<file path="src/rtl/load_store_unit_pkg.sv">
// Shared definitions for the load/store unit: op codes, FSM states, op decode helpers.
// No logic of its own; pure typedefs, constants and combinational helper functions.
// Op field: op[1:0] is the size code, op[2] the store flag, except 2'b11 which marks a signed load.
package load_store_unit_pkg;

    localparam logic [2:0] OP_LDR   = 3'b000;
    localparam logic [2:0] OP_LDRB  = 3'b001;
    localparam logic [2:0] OP_LDRH  = 3'b010;
    localparam logic [2:0] OP_LDRSB = 3'b011;
    localparam logic [2:0] OP_STR   = 3'b100;
    localparam logic [2:0] OP_STRB  = 3'b101;
    localparam logic [2:0] OP_STRH  = 3'b110;
    localparam logic [2:0] OP_LDRSH = 3'b111;

    localparam logic [1:0] SZ_WORD = 2'b00;
    localparam logic [1:0] SZ_BYTE = 2'b01;
    localparam logic [1:0] SZ_HALF = 2'b10;

    typedef enum logic [1:0] {
        ST_IDLE   = 2'b00,
        ST_ACCESS = 2'b01,
        ST_WRITE  = 2'b10,
        ST_DONE   = 2'b11
    } state_t;

    // Size code 2'b11 is shared by the two signed loads; op[2] picks byte or halfword.
    function automatic logic [1:0] op_size(input logic [2:0] op);
        if (op[1:0] == 2'b11) begin
            return op[2] ? SZ_HALF : SZ_BYTE;
        end
        return op[1:0];
    endfunction

    // op[2] marks a store except for LDRSH, which reuses the 2'b11 size code.
    function automatic logic op_is_store(input logic [2:0] op);
        return op[2] && (op[1:0] != 2'b11);
    endfunction

    function automatic logic op_is_signed(input logic [2:0] op);
        return op[1:0] == 2'b11;
    endfunction

    function automatic logic misaligned(input logic [1:0] size, input logic [1:0] offset);
        return ((size == SZ_WORD) && (offset != 2'b00)) ||
               ((size == SZ_HALF) && offset[0]);
    endfunction

endpackage

</file>
<file path="src/rtl/lsu_lane_mux.sv">
// Byte-lane steering: extracts a little-endian load lane and merges store bytes into a word.
// Latency: purely combinational.
// Backpressure: none; outputs follow inputs.
module lsu_lane_mux
    import load_store_unit_pkg::*;
(
    input  logic [31:0] word,
    input  logic [1:0]  offset,
    input  logic [1:0]  size,
    input  logic        sign_ext,
    input  logic [31:0] store_data,
    output logic [31:0] load_data,
    output logic [31:0] merged_word
);

    logic [7:0]  byte_lane;
    logic [15:0] half_lane;

    assign byte_lane = word[{offset, 3'b000} +: 8];
    assign half_lane = word[{offset[1], 4'b0000} +: 16];

    // Load extraction: select the addressed lane, then zero- or sign-extend it.
    always_comb begin
        load_data = word;
        case (size)
            SZ_BYTE: load_data = {{24{sign_ext & byte_lane[7]}}, byte_lane};
            SZ_HALF: load_data = {{16{sign_ext & half_lane[15]}}, half_lane};
            default: load_data = word;
        endcase
    end

    // Store merge: keep the old word and overwrite only the addressed lane(s).
    always_comb begin
        merged_word = word;
        case (size)
            SZ_BYTE: merged_word[{offset, 3'b000} +: 8]     = store_data[7:0];
            SZ_HALF: merged_word[{offset[1], 4'b0000} +: 16] = store_data[15:0];
            default: merged_word = store_data;
        endcase
    end

endmodule

</file>
<file path="src/rtl/load_store_unit.sv">
// Load/store unit in front of a word-wide memory; sub-word stores by read-modify-write.
// Latency accept->resp_valid: error 1, load 2, store 3 cycles; one request in flight.
// req_ready only in IDLE; resp_valid is a single-cycle pulse with no backpressure.
// LSU_SIGNEXT_EN: when defined, LDRSB/LDRSH sign-extend; otherwise they complete with resp_err.
module load_store_unit #(
    parameter int AW = 32,
    parameter int DW = 32
) (
    input  logic          clk,
    input  logic          reset,
    input  logic          req_valid,
    output logic          req_ready,
    input  logic [2:0]    req_op,
    input  logic [AW-1:0] req_addr,
    input  logic [DW-1:0] req_wdata,
    output logic          resp_valid,
    output logic [DW-1:0] resp_rdata,
    output logic          resp_err,
    output logic [AW-1:0] mem_a,
    output logic [DW-1:0] mem_wd,
    output logic          mem_we,
    input  logic [DW-1:0] mem_rd
);

    import load_store_unit_pkg::*;

    state_t        state;
    state_t        next_state;
    logic [2:0]    op_q;
    logic [1:0]    off_q;
    logic [DW-1:0] wdata_q;
    logic          accept;
    logic          op_illegal;
    logic          req_bad;
    logic          lane_sign;
    logic [DW-1:0] load_data;
    logic [DW-1:0] merged_word;

    assign accept = req_valid && req_ready;

`ifdef LSU_SIGNEXT_EN
    assign op_illegal = 1'b0;
    assign lane_sign  = op_is_signed(op_q);
`else
    assign op_illegal = op_is_signed(req_op);
    assign lane_sign  = 1'b0;
`endif

    assign req_bad = op_illegal || misaligned(op_size(req_op), req_addr[1:0]);

    lsu_lane_mux u_lane_mux (
        .word        (mem_rd),
        .offset      (off_q),
        .size        (op_size(op_q)),
        .sign_ext    (lane_sign),
        .store_data  (wdata_q),
        .load_data   (load_data),
        .merged_word (merged_word)
    );

    // State register; reset from any state aborts the request silently.
    always_ff @(posedge clk) begin
        if (reset) begin
            state <= ST_IDLE;
        end else begin
            state <= next_state;
        end
    end

    // Next-state: bad requests skip straight to DONE, stores take the extra WRITE cycle.
    always_comb begin
        next_state = state;
        case (state)
            ST_IDLE:   if (accept) next_state = req_bad ? ST_DONE : ST_ACCESS;
            ST_ACCESS: next_state = op_is_store(op_q) ? ST_WRITE : ST_DONE;
            ST_WRITE:  next_state = ST_DONE;
            ST_DONE:   next_state = ST_IDLE;
            default:   next_state = ST_IDLE;
        endcase
    end

    // Outputs decoded from state; reset gates the write so an aborted store never lands.
    always_comb begin
        req_ready = (state == ST_IDLE);
        mem_we    = (state == ST_WRITE) && !reset;
    end

    // Response pulse is registered so it is high exactly for the DONE cycle.
    always_ff @(posedge clk) begin
        if (reset) begin
            resp_valid <= 1'b0;
        end else begin
            resp_valid <= (next_state == ST_DONE);
        end
    end

    // Request capture on accept; load lane or merged store word captured in ACCESS.
    always_ff @(posedge clk) begin
        if (reset) begin
            op_q       <= '0;
            off_q      <= '0;
            wdata_q    <= '0;
            mem_a      <= '0;
            mem_wd     <= '0;
            resp_rdata <= '0;
            resp_err   <= 1'b0;
        end else if (accept) begin
            op_q       <= req_op;
            off_q      <= req_addr[1:0];
            wdata_q    <= req_wdata;
            mem_a      <= {req_addr[AW-1:2], 2'b00};
            resp_rdata <= '0;
            resp_err   <= req_bad;
        end else if (state == ST_ACCESS) begin
            if (op_is_store(op_q)) begin
                mem_wd <= merged_word;
            end else begin
                resp_rdata <= load_data;
            end
        end
    end

endmodule

</file>
<file path="config.mk">
export PLATFORM = sky130hd
export DESIGN_NAME = load_store_unit
export DESIGN_NICKNAME = d
export VERILOG_FILES = /design/src/rtl/load_store_unit_pkg.sv /design/src/rtl/lsu_lane_mux.sv /design/src/rtl/load_store_unit.sv
export SDC_FILE = /design/constraint.sdc
export NUM_CORES = 1
export LEC_CHECK = 0
export CAP_MARGIN = 0
export CORE_ASPECT_RATIO = 2
export CORE_MARGIN = 2
export CORE_UTILIZATION = 30
export CTS_CLUSTER_DIAMETER = 40
export CTS_CLUSTER_SIZE = 8
export DETAILED_ROUTE_END_ITERATION = 6
export PLACE_DENSITY = 0.64
export SYNTH_ARGS = -nofsm -noshare
export SYNTH_HDL_FRONTEND = slang
export SYNTH_HIERARCHICAL = 1
export SYNTH_SLANG_ARGS = --single-unit
</file>
<file path="constraint.sdc">
create_clock -name clk -period 3.6 [get_ports clk]
set_clock_uncertainty 0.2 [all_clocks]
set_input_delay 0.54 -clock clk [delete_from_list [all_inputs] [get_ports clk]]
set_output_delay 0.54 -clock clk [all_outputs]
set_load 0.005 [all_outputs]
</file>
==> results.yml <==
layout:
  synthToLayoutAreaGrowth_pct: 40.7
  fin_cells: 1302
  final_core_util_pct: 42.9
  share_of_post_route_cells_with_drive_strength_above_1_pct: 6.12
  num-fill-cells: 2206
  num_antenna_cells: 0
  finish.net_count: 1130
floorplan:
  initial_cell_density_of_the_core_pct: 30.5
  rows: 76
  die_w_um: 109
  coreArea_um2: 21500
  die_y_um: 213
  design.die.area_um2: 23100
  ioPinCount: 202
pwr:
  cell_internal_pwr_mw: 3.51
  power_per_cell_area_nw_per_um2: 576
  irDropWorstVdd_mv: 0.303
  power.share.switching_pct: 33.9
  switching_power_mw: 1.80
  leakage_power_of_the_design_nw: 3.31
  power.clock.fraction_pct: 33.0
  seq_power_share_pct: 34.7
  p_comb_share_pct: 32.2
clocking:
  cts_tree: "yes"
  cts_made_buffers: 17
  cts.htree.levels: 4
  cts.hold.buffers_added: 0
  post_cts_resize_count: 0
  max-clock-path-buffers: 2
  post_cts.repair.setup_buffers: 0
  clkSinkCount: 135
  cts_root_buffer: "clkbuf_16"
  clkTransAtPathRegs_ns: 0.06
  clk-insertion-delay-late_ns: 0.42
global_route:
  global_route.overflow_total: 0
  vias_in_the_first_global_route: 6375
  grt_pass1_wl_um: 36100
  antenna_violations_before_repair: 0
  grt_max_degree: 68
  groute.usage.overall_pct: 20.9
worst_setup_path:
  start_kind: "flip-flop"
  cp.arrival_ns: 2.97
  critical_path.max_fanout: 15
  cp.required_ns: 3.74
  timing.critical_path.to_type: "flip-flop"
  critical_path.reg2reg.startpoint: "op_q[0]$_SDFFE_PP0P_"
  crit_type: "flip-flop to flip-flop"
  setup.worst_path.start: "op_q[0]$_SDFFE_PP0P_"
synthesis:
  sequential_cell_area_fraction_in_the_yosys_report_pct: 41.2
  synth-edff-count: 0
  syn-cell-area_um2: 6560
  avg_inst_size_synth_um2: 7.71
  synth_common_cells: "nand2_1, a21oi_1, dfxtp_1, buf_2, inv_1"
  synth-seq-cells: 135
  synthArstFlopShare_pct: 0
  synth_ff_type: "dfxtp_1"
  synth.most_common_cell: "nand2_1"
  postSynthCellCount: 851
  share_of_the_synthesized_area_in_the_top_cell_type_pct: 41.2
  synth.lib_cells_used.distinct: 49
  cell_types_with_the_largest_area_share_after_synthesis: "dfxtp_1, nand2_1, a21oi_1, mux2i_1, ha_1"
  synth_top_cell_by_area: "dfxtp_1"
  yosys_warnings: 6
routing:
  dr.max_layer_used: "met4"
  via_count: 6671
  drt-met1-wl_um: 8470
  drtAntennaViolNets: 0
  drt_drc_violations_left: 1
  met3_wl_post_dr_um: 1660
  vias_per_cell: 5.12
  drt_first_iter_violations: 413
  met2_wirelength_um: 12700
  pre_antenna_drt_iters: 7
  postRouteWirelength_um: 24100
  detail_route.wl_per_cell_um: 18.5
hold_path:
  hold_path_startpoint: "mem_a[27]$_SDFFE_PP0P_"
  hold_path.class: "flip-flop to flip-flop"
placement:
  routabilityCongestion: 0.938
  dp_slack_ns: 0.833
  detailedPlacementHpwl_um: 17600
  placement.io_buffers: 199
  post-place-cells: 1271
run_status:
  run_status: "complete, but fails checks"
  failed_checks: "design-rule violations"
sta:
  report.final.setup_viol: 0
  setup_tns_ns: 0
  layout_min_cycle_time_ns: 2.83
  final_min_period_over_clock_period_pct: 78.5
  slew_viol_final: 0
  final_critical_path_setup_slack_ns: 0.775
  slew-limit-headroom_pct: 50.9
  fmax_ghz: 0.354
  worst_pin_slew_ns: 0.736
  hold_viol: 0
  rsz0062_at_grt: "no"
flow_run:
  drv_cap: 0
## state kept, by name, indices dropped and copies added, names as in the netlist
register    cells
mem_wd         32
resp_rdata     32
wdata_q        32
mem_a          30
op_q            3
off_q           2
state           2
resp_err        1
resp_valid      1
## kinds of logic after synthesis
| kind of cell | share of synthesized area (%) |
|---|---|
| adder cells (fa/ha/maj) | 2.10 |
| AND/OR/NAND/NOR | 21.5 |
| other | 0.0572 |
| multiplexers | 4.14 |
| AO/OA/AOI/OAI | 24.2 |
| buffers and inverters | 6.83 |
| flip-flops | 41.2 |
## placed cells by master, fill, tap and decap left out, types with 12 or more instances in the layout
cell type / Yosys / routed
a21o_1: 17 / 17
clkdlybuf4s50_1: 0 / 198
mux2i_1: 17 / 17
nor2b_1: 13 / 13
nor2_1: 12 / 12
o21ai_0: 15 / 15
a21oi_1: 142 / 142
clkbuf_16: 0 / 17
inv_1: 21 / 21
dfxtp_1: 135 / 135
nand2_1: 280 / 280
a22oi_1: 17 / 17
buf_4: 8 / 13
## metrics by stage
step / power (mW) / hold WS, ns / cell area (µm²)
CTS: 5.37 / 0.253 / 9230
finish: 5.31 / 0.252 / 9230
detailed placement: 3.59 / 0.246 / 8640
global placement: 3.57 / 0.241 / 8640
floorplan: 2.92 / 0.236 / 6570
global route: 5.62 / 0.266 / 9230
## power groups by stage
| stage | Sequential, mW | Combinational [mW] | Clock (mW) |
|---|---|---|---|
| floorplan | 1.83 | 1.09 | 0 |
| global route | 1.87 | 1.88 | 1.87 |
| finish | 1.85 | 1.71 | 1.76 |
| global placement | 1.87 | 1.70 | 0 |
| CTS | 1.84 | 1.72 | 1.80 |
| detailed placement | 1.87 | 1.71 | 0 |
## per-layer routing
| metal | vias to the layer above | track usage, % |
|---|---|---|
| met4 | 0 | 12.2 |
| li1 | 3227 | - |
| met2 | 290 | 37.4 |
| met1 | 3084 | 21.7 |
| met5 | - | 0 |
| met3 | 70 | 5.25 |
## final timing paths
kind                             endpoint  slack [ns]  depth (start not counted)
setup / recovery  mem_wd[22]$_SDFFE_PP0P_        0.77                          9
hold / removal     mem_a[27]$_SDFFE_PP0P_        0.25                          2
setup reg to reg  mem_wd[22]$_SDFFE_PP0P_        0.77                          9
hold reg to reg    mem_a[27]$_SDFFE_PP0P_        0.25                          2
## critical path, stage by stage (launching register included)
cell	delay, ns
dfxtp_1	0.37
a21boi_0	0.28
inv_1	0.08
ha_1	0.50
nor4b_1	0.45
and3_1	0.45
a22oi_1	0.10
o21ai_0	0.10
nand2_1	0.09
a21oi_1	0.14
## cell type report
cell class | count | area [µm²] | share of cell area [%]
Clock buffer | 18 | 429 | 4.65
Tap cell | 273 | 342 | 3.70
Timing Repair Buffer | 212 | 2100 | 22.7
Sequential cell | 135 | 2700 | 29.3
Multi-Input combinational cell | 630 | 3420 | 37.1
Inverter | 21 | 78.8 | 0.854
Clock inverter | 13 | 158 | 1.71
(Power assumes the default switching activity.)
